[config.mk]
export PLATFORM = sky130hd
export DESIGN_NAME = axi4_burst_addr_gen_flat
export DESIGN_NICKNAME = d
export VERILOG_FILES = /design/src/rtl/axi4_burst_addr_gen_if.sv /design/src/rtl/axi4_burst_addr_gen.sv /design/src/flat_wrapper.sv
export SDC_FILE = /design/constraint.sdc
export NUM_CORES = 1
export LEC_CHECK = 0
export ABC_AREA = 1
export CAP_MARGIN = 10
export CORE_UTILIZATION = 47
export CTS_CLUSTER_DIAMETER = 80
export CTS_CLUSTER_SIZE = 16
export DETAILED_ROUTE_END_ITERATION = 12
export PLACE_DENSITY = 0.68
export SETUP_SLACK_MARGIN = 0.05
export SLEW_MARGIN = 25
export SYNTH_ARGS = -nofsm -noshare
export SYNTH_HDL_FRONTEND = slang
export SYNTH_SLANG_ARGS = --single-unit
export TNS_END_PERCENT = 50
[constraint.sdc]
create_clock -name aclk -period 7.1 [get_ports aclk]
set_input_delay 0.71 -clock aclk [delete_from_list [all_inputs] [get_ports aclk]]
set_output_delay 0.71 -clock aclk [all_outputs]
set_load 0.03 [all_outputs]
[src/rtl/axi4_burst_addr_gen_if.sv]
// Command and beat channels of the AXI4 burst address generator.
// The generator sits on the slave side; the command source and beat consumer sit on the master side.
interface axi4_burst_addr_gen_if #(
    parameter int ADDRESS_WIDTH = 32
);
    logic                     cmd_valid;
    logic                     cmd_ready;
    logic [ADDRESS_WIDTH-1:0] cmd_addr;
    logic [7:0]               cmd_len;
    logic [2:0]               cmd_size;
    logic [1:0]               cmd_burst;
    logic                     beat_valid;
    logic                     beat_ready;
    logic [ADDRESS_WIDTH-1:0] beat_addr;
    logic [7:0]               beat_idx;
    logic                     beat_last;
    logic                     beat_err;
    logic                     busy;

    modport slave (
        input  cmd_valid, cmd_addr, cmd_len, cmd_size, cmd_burst, beat_ready,
        output cmd_ready, beat_valid, beat_addr, beat_idx, beat_last,
        output beat_err, busy
    );

    modport master (
        output cmd_valid, cmd_addr, cmd_len, cmd_size, cmd_burst, beat_ready,
        input  cmd_ready, beat_valid, beat_addr, beat_idx, beat_last,
        input  beat_err, busy
    );
endinterface

[src/rtl/axi4_burst_addr_gen.sv]
// Per-beat address generator for AXI4 FIXED/INCR/WRAP bursts.
// Define AXI4_4KB_BOUNDARY_CHECK_EN to flag INCR bursts that cross a 4 KB page.
module axi4_burst_addr_gen #(
    parameter int ADDRESS_WIDTH = 32,
    parameter int DATA_WIDTH    = 32
) (
    input  logic                 aclk,
    input  logic                 areset,
    axi4_burst_addr_gen_if.slave bus
);
    localparam int AW = ADDRESS_WIDTH;
    localparam logic [2:0] MAX_SIZE = 3'($clog2(DATA_WIDTH / 8));

    typedef enum logic [1:0] {
        FIXED = 2'b00,
        INCR  = 2'b01,
        WRAP  = 2'b10,
        RSVD  = 2'b11
    } axburst_e;

    typedef enum logic {IDLE, BURST} state_e;

    state_e   state_q, state_d;
    axburst_e burst_q, burst_d;
    logic [AW-1:0] bytes_q, bytes_d;
    logic [AW-1:0] wrap_lo_q, wrap_lo_d;
    logic [AW-1:0] wrap_hi_q, wrap_hi_d;
    logic [AW-1:0] beat_addr_q, beat_addr_d;
    logic [7:0]    len_q, len_d;
    logic [7:0]    beat_idx_q, beat_idx_d;
    logic          beat_valid_q, beat_valid_d;
    logic          beat_last_q, beat_last_d;
    logic          beat_err_q, beat_err_d;
    logic          busy_q, busy_d;

    axburst_e      cmd_burst;
    logic [AW-1:0] cmd_bytes;
    logic [AW-1:0] cmd_total;
    logic [AW-1:0] cmd_lo;
    logic [AW-1:0] cmd_align;
    logic          cmd_err;
    logic [AW-1:0] next_addr;
`ifdef AXI4_4KB_BOUNDARY_CHECK_EN
    logic [AW-1:0] cmd_end;
`endif

    always_comb begin
        cmd_burst = axburst_e'(bus.cmd_burst);
        cmd_bytes = AW'(1) << bus.cmd_size;
        cmd_total = cmd_bytes * AW'(bus.cmd_len) + cmd_bytes;
        cmd_lo    = bus.cmd_addr & ~(cmd_total - AW'(1));
        cmd_align = bus.cmd_addr & ~(cmd_bytes - AW'(1));
        cmd_err   = (cmd_burst == RSVD)
                  | ((cmd_burst == WRAP)
                     & !(bus.cmd_len inside {8'd1, 8'd3, 8'd7, 8'd15}))
                  | ((cmd_burst == WRAP) & (cmd_align != bus.cmd_addr))
                  | ((cmd_burst == FIXED) & (bus.cmd_len > 8'd15))
                  | (bus.cmd_size > MAX_SIZE);
`ifdef AXI4_4KB_BOUNDARY_CHECK_EN
        cmd_end   = cmd_align + cmd_total - AW'(1);
        cmd_err   = cmd_err
                  | ((cmd_burst == INCR)
                     & (cmd_end[AW-1:12] != bus.cmd_addr[AW-1:12]));
`endif
    end

    // Error bursts park on the start address for every beat.
    always_comb begin
        next_addr = beat_addr_q;
        if (!beat_err_q) begin
            unique case (burst_q)
                INCR: next_addr = (beat_addr_q & ~(bytes_q - AW'(1))) + bytes_q;
                WRAP: begin
                    next_addr = beat_addr_q + bytes_q;
                    if (next_addr == wrap_hi_q) next_addr = wrap_lo_q;
                end
                default: next_addr = beat_addr_q;
            endcase
        end
    end

    always_comb begin
        state_d      = state_q;
        burst_d      = burst_q;
        bytes_d      = bytes_q;
        wrap_lo_d    = wrap_lo_q;
        wrap_hi_d    = wrap_hi_q;
        len_d        = len_q;
        beat_addr_d  = beat_addr_q;
        beat_idx_d   = beat_idx_q;
        beat_valid_d = beat_valid_q;
        beat_last_d  = beat_last_q;
        beat_err_d   = beat_err_q;
        busy_d       = busy_q;
        unique case (state_q)
            IDLE: begin
                if (bus.cmd_valid) begin
                    state_d      = BURST;
                    burst_d      = cmd_burst;
                    bytes_d      = cmd_bytes;
                    wrap_lo_d    = cmd_lo;
                    wrap_hi_d    = cmd_lo + cmd_total;
                    len_d        = bus.cmd_len;
                    beat_addr_d  = bus.cmd_addr;
                    beat_idx_d   = 8'd0;
                    beat_valid_d = 1'b1;
                    beat_last_d  = (bus.cmd_len == 8'd0);
                    beat_err_d   = cmd_err;
                    busy_d       = 1'b1;
                end
            end
            BURST: begin
                if (bus.beat_ready) begin
                    if (beat_last_q) begin
                        state_d      = IDLE;
                        beat_valid_d = 1'b0;
                        beat_last_d  = 1'b0;
                        busy_d       = 1'b0;
                    end else begin
                        beat_addr_d = next_addr;
                        beat_idx_d  = beat_idx_q + 8'd1;
                        beat_last_d = ((beat_idx_q + 8'd1) == len_q);
                    end
                end
            end
            default: state_d = IDLE;
        endcase
    end

    always_ff @(posedge aclk) begin
        if (areset) begin
            state_q      <= IDLE;
            burst_q      <= FIXED;
            bytes_q      <= '0;
            wrap_lo_q    <= '0;
            wrap_hi_q    <= '0;
            len_q        <= '0;
            beat_addr_q  <= '0;
            beat_idx_q   <= '0;
            beat_valid_q <= 1'b0;
            beat_last_q  <= 1'b0;
            beat_err_q   <= 1'b0;
            busy_q       <= 1'b0;
        end else begin
            state_q      <= state_d;
            burst_q      <= burst_d;
            bytes_q      <= bytes_d;
            wrap_lo_q    <= wrap_lo_d;
            wrap_hi_q    <= wrap_hi_d;
            len_q        <= len_d;
            beat_addr_q  <= beat_addr_d;
            beat_idx_q   <= beat_idx_d;
            beat_valid_q <= beat_valid_d;
            beat_last_q  <= beat_last_d;
            beat_err_q   <= beat_err_d;
            busy_q       <= busy_d;
        end
    end

    assign bus.cmd_ready  = (state_q == IDLE) && !areset;
    assign bus.beat_valid = beat_valid_q;
    assign bus.beat_addr  = beat_addr_q;
    assign bus.beat_idx   = beat_idx_q;
    assign bus.beat_last  = beat_last_q;
    assign bus.beat_err   = beat_err_q;
    assign bus.busy       = busy_q;
endmodule
[src/flat_wrapper.sv]
// flat-port wrapper written by rule: the top's interface ports become plain ports
module axi4_burst_addr_gen_flat 
#(
    parameter int ADDRESS_WIDTH = 32,
    parameter int DATA_WIDTH    = 32
)
  (aclk, areset, bus_cmd_valid, bus_cmd_addr, bus_cmd_len, bus_cmd_size, bus_cmd_burst, bus_beat_ready, bus_cmd_ready, bus_beat_valid, bus_beat_addr, bus_beat_idx, bus_beat_last, bus_beat_err, bus_busy);
  axi4_burst_addr_gen_if #(.ADDRESS_WIDTH(ADDRESS_WIDTH)) bus_i ();
  input  logic aclk;
  input  logic areset;
  input wire logic [$bits(bus_i.cmd_valid)-1:0] bus_cmd_valid;
  input wire logic [$bits(bus_i.cmd_addr)-1:0] bus_cmd_addr;
  input wire logic [$bits(bus_i.cmd_len)-1:0] bus_cmd_len;
  input wire logic [$bits(bus_i.cmd_size)-1:0] bus_cmd_size;
  input wire logic [$bits(bus_i.cmd_burst)-1:0] bus_cmd_burst;
  input wire logic [$bits(bus_i.beat_ready)-1:0] bus_beat_ready;
  output wire logic [$bits(bus_i.cmd_ready)-1:0] bus_cmd_ready;
  output wire logic [$bits(bus_i.beat_valid)-1:0] bus_beat_valid;
  output wire logic [$bits(bus_i.beat_addr)-1:0] bus_beat_addr;
  output wire logic [$bits(bus_i.beat_idx)-1:0] bus_beat_idx;
  output wire logic [$bits(bus_i.beat_last)-1:0] bus_beat_last;
  output wire logic [$bits(bus_i.beat_err)-1:0] bus_beat_err;
  output wire logic [$bits(bus_i.busy)-1:0] bus_busy;
  assign bus_i.cmd_valid = bus_cmd_valid;
  assign bus_i.cmd_addr = bus_cmd_addr;
  assign bus_i.cmd_len = bus_cmd_len;
  assign bus_i.cmd_size = bus_cmd_size;
  assign bus_i.cmd_burst = bus_cmd_burst;
  assign bus_i.beat_ready = bus_beat_ready;
  assign bus_cmd_ready = bus_i.cmd_ready;
  assign bus_beat_valid = bus_i.beat_valid;
  assign bus_beat_addr = bus_i.beat_addr;
  assign bus_beat_idx = bus_i.beat_idx;
  assign bus_beat_last = bus_i.beat_last;
  assign bus_beat_err = bus_i.beat_err;
  assign bus_busy = bus_i.busy;
  axi4_burst_addr_gen #(.ADDRESS_WIDTH(ADDRESS_WIDTH), .DATA_WIDTH(DATA_WIDTH)) u_core (.aclk(aclk), .areset(areset), .bus(bus_i));
endmodule
==> impl_metrics.yaml <==
status:
  outcome: "finished clean"
synth:
  synth_top_area_frac: 0.189
  yosysTopAreaCell: "nand2_1"
  syn_inst: 2394
  ys_ff_latch: 126
  ys_seq_area_frac: 0.180
  yosys_warnings: 0
  synth_edf_count: 0
  synth_cell_types: 51
  syn_avg_cell_area_um2: 5.85
  yosys_most_used_dff: "dfxtp_1"
  async_flop_share: 0
  synthTopCellsByArea: "nand2_1, dfxtp_1, inv_1"
  syn-cell-area_um2: 14000
  syn_nets: 2547
critical_path:
  reg2reg_slack_ps: 2890
  cp_data_required_time_ps: 7470
  cp_top_family: "adder cells"
  arrival_ps: 7030
  path_class: "input port to flop"
  slowest_stage: "fa_1"
  path_common_cell: "nand2_1"
  worstReg2RegStart: "u_core.bus.beat_addr[0]"
  max_stage_delay_ps: 540
  endpoint_kind: "flop"
  r2r_end: "u_core.bus.beat_addr[21]"
  critPathBufInv: 10
  rr_worst_depth: 23
  cp-start-kind: "input port"
  path_max_fanout: 6
clock_tree:
  cts_made_buffers: 17
  cts_root_buffer: "clkbuf_16"
  htreeDepth: 4
  post-cts-setup-buffer-count: 0
  clock-sinks: 126
  clock_path_buffers: 2
  cts_tree: "yes"
  clkLatencyLatePin_ps: 440
  clk_pin_slew_ps: 60
detailed_routing:
  drt_wl_total_um: 51300
  highest_layer: "met4"
  wire_per_inst_um: 17.4
  route.met2.wl_um: 20700
  wl_met3_um: 4570
  viasPerCell: 5.40
  ant_nets: 0
  drc_errors: 0
  first_iter_violations: 1729
  drt-met1-wl_um: 25100
  vias: 15950
  dr.pass1.iters: 6
sta:
  finClkSkew_ps: 14.1
  max_freq_ghz: 0.150
  hold_viol_final: 0
  tns_ps: 0
  rsz0062_at_grt: "yes"
  relSlewSlack: 0.301
  setup_violations: 0
  worst_pin_slew_ps: 1050
  finalCriticalPeriod_ps: 6650
  maxSlewViolCount: 0
  holdWs_ps: 468
  fin_crit_sh: 0.937
floorplan:
  initial_core_util: 0.483
  die_h_um: 175
  io_pins: 94
  dieArea_um2: 30500
  fp.dieW_um: 175
  core-area_um2: 29000
  num_rows: 62
placed_design:
  gp_congestion: 0.954
  hpwl_um: 40800
  io_buffers: 93
power:
  peakVddDrop_mv: 0.171
  p_per_area_nw_per_um2: 172
  p_leak_nw: 8.28
worst_hold_path:
  hold_depth: 2
  min_path_type: "flop to flop"
  hold-path-endpoint: "u_core.wrap_lo_q[16]"
  hp-start: "u_core.wrap_lo_q[16]"
finish:
  fin_nets: 2706
  area_growth_pct: 18.5
  fillers: 2962
  drive_above_1_share: 0.112
global_route:
  grt_max_degree: 69
  grt_pass1_vias: 14861
  grt_usage: 0.342
  antenna_found_initial: 0
  grt_pass1_wl_um: 81500
  grt-ovfl-total: 0
run:
  maxCapViolations: 0
## tightest hold or removal path, delay by kind of cell, from the launching register on
family / cells / cell delay, ps
flops: 1 / 310
simple gates: 1 / 60
compound gates: 1 / 50
## how the worst max path moves through the flow
stage	start	endpoint	cells after the start
after global placement	bus_cmd_size[0]	u_core.wrap_hi_q[19]	36
after detailed placement	bus_cmd_size[0]	u_core.wrap_hi_q[22]	37
after global routing	bus_cmd_size[2]	u_core.wrap_hi_q[25]	38
final	bus_cmd_size[1]	u_core.wrap_hi_q[25]	38
after floorplan	bus_cmd_size[0]	u_core.wrap_hi_q[25]	34
after CTS	bus_cmd_size[0]	u_core.wrap_hi_q[25]	38
## state kept, by name, summed over array words and instances (netlist names)
name / count
u_core.bytes_q: 8
u_core.bus.beat_last: 1
u_core.burst_q: 2
u_core.bus.busy: 1
u_core.state_q: 1
u_core.bus.beat_err: 1
u_core.bus.beat_addr: 32
u_core.wrap_lo_q: 32
u_core.wrap_hi_q: 32
u_core.len_q: 8
u_core.bus.beat_idx: 8
## power breakdown
part	internal (W)	switching [W]	total, W
logic	0.000411	0.000699	0.00111
clock network	0.000523	0.000379	0.000902
registers	0.000767	0.0000774	0.000844
## synthesized netlist by cell type (5+ instances only)
cell / instances
clkbuf_1: 35
nand4_1: 44
nand3_2: 6
dfxtp_1: 126
nor4_1: 5
inv_2: 17
o21ai_1: 7
buf_4: 6
o21ai_0: 123
nor2_1: 271
ha_1: 59
buf_6: 9
nor2_2: 14
nand3_1: 222
buf_2: 5
inv_1: 352
a31oi_1: 8
a21oi_2: 33
buf_1: 5
nand2_1: 705
a21oi_1: 139
nor3_1: 27
nand3b_1: 5
xor2_1: 32
xnor2_1: 17
fa_1: 45
o21bai_1: 5
nand2_2: 23
## area by class of cell
cell class,instances,area [um^2],area share
multi-input cells,1833,9850,0.593
flip-flops and latches,126,2520,0.152
repair buffers,204,1770,0.107
inverters,371,1390,0.0839
well taps,384,480,0.0289
clock buffers,18,429,0.0258
clock inverters,14,156,0.00942
diodes,1,2.50,0.000151
## placed cells by master (no fill, tap or decap), drive strengths merged, types with 2 or more instances in the layout
master,instances
nor3b,2
o21ai,131
clkdlybuf4s50,91
nand2,731
a21oi,172
nor2,289
fa,45
xnor2,17
o41ai,2
inv,376
ha,59
a31oi,8
o21bai,6
clkbuf,18
clkinv,3
nand3,228
mux2i,2
bufinv,2
o211ai,2
a211oi,2
or2,4
nor3,33
and2,3
nor4,5
o21a,4
clkinvlp,4
nand3b,5
nand4,44
buf,112
xor2,32
dfxtp,126
and3,2
## cells by family after synthesis
| kind of cell | synth area share |
|---|---|
| xor+xnor | 0.0322 |
| simple gates | 0.412 |
| compound gates | 0.132 |
| fa+ha+maj | 0.117 |
| buf+inv | 0.125 |
| mux | 0.00143 |
| flops | 0.180 |
## stage by stage
step | cells | total power (W) | utilization | instance area (um^2) | setup WS, ps
after floorplan | 2394 | 0.00153 | - | 14000 | 586
after global placement | 2918 | 0.00192 | 0.548 | 15900 | 17.8
after detailed placement | 2918 | 0.00193 | 0.548 | 15900 | -50.9
after CTS | 2950 | 0.00283 | 0.569 | 16500 | 364
after global routing | 2950 | 0.00302 | 0.572 | 16600 | -8.69
final | 2951 | 0.00286 | 0.572 | 16600 | 448
## routing by layer
| metal | up-vias | track usage |
|---|---|---|
| li1 | 7923 | - |
| met1 | 7360 | 0.526 |
| met2 | 624 | 0.491 |
| met3 | 43 | 0.0520 |
| met4 | 0 | 0.0804 |
| met5 | - | 0 |
## what timing repair did
| item | CTS | global route |
|---|---|---|
| hold buffers | 0 | 0 |
| endpoints found under the setup margin | 0 | 18 |
| resized for setup | 0 | 31 |
(Power assumes the default switching activity.)
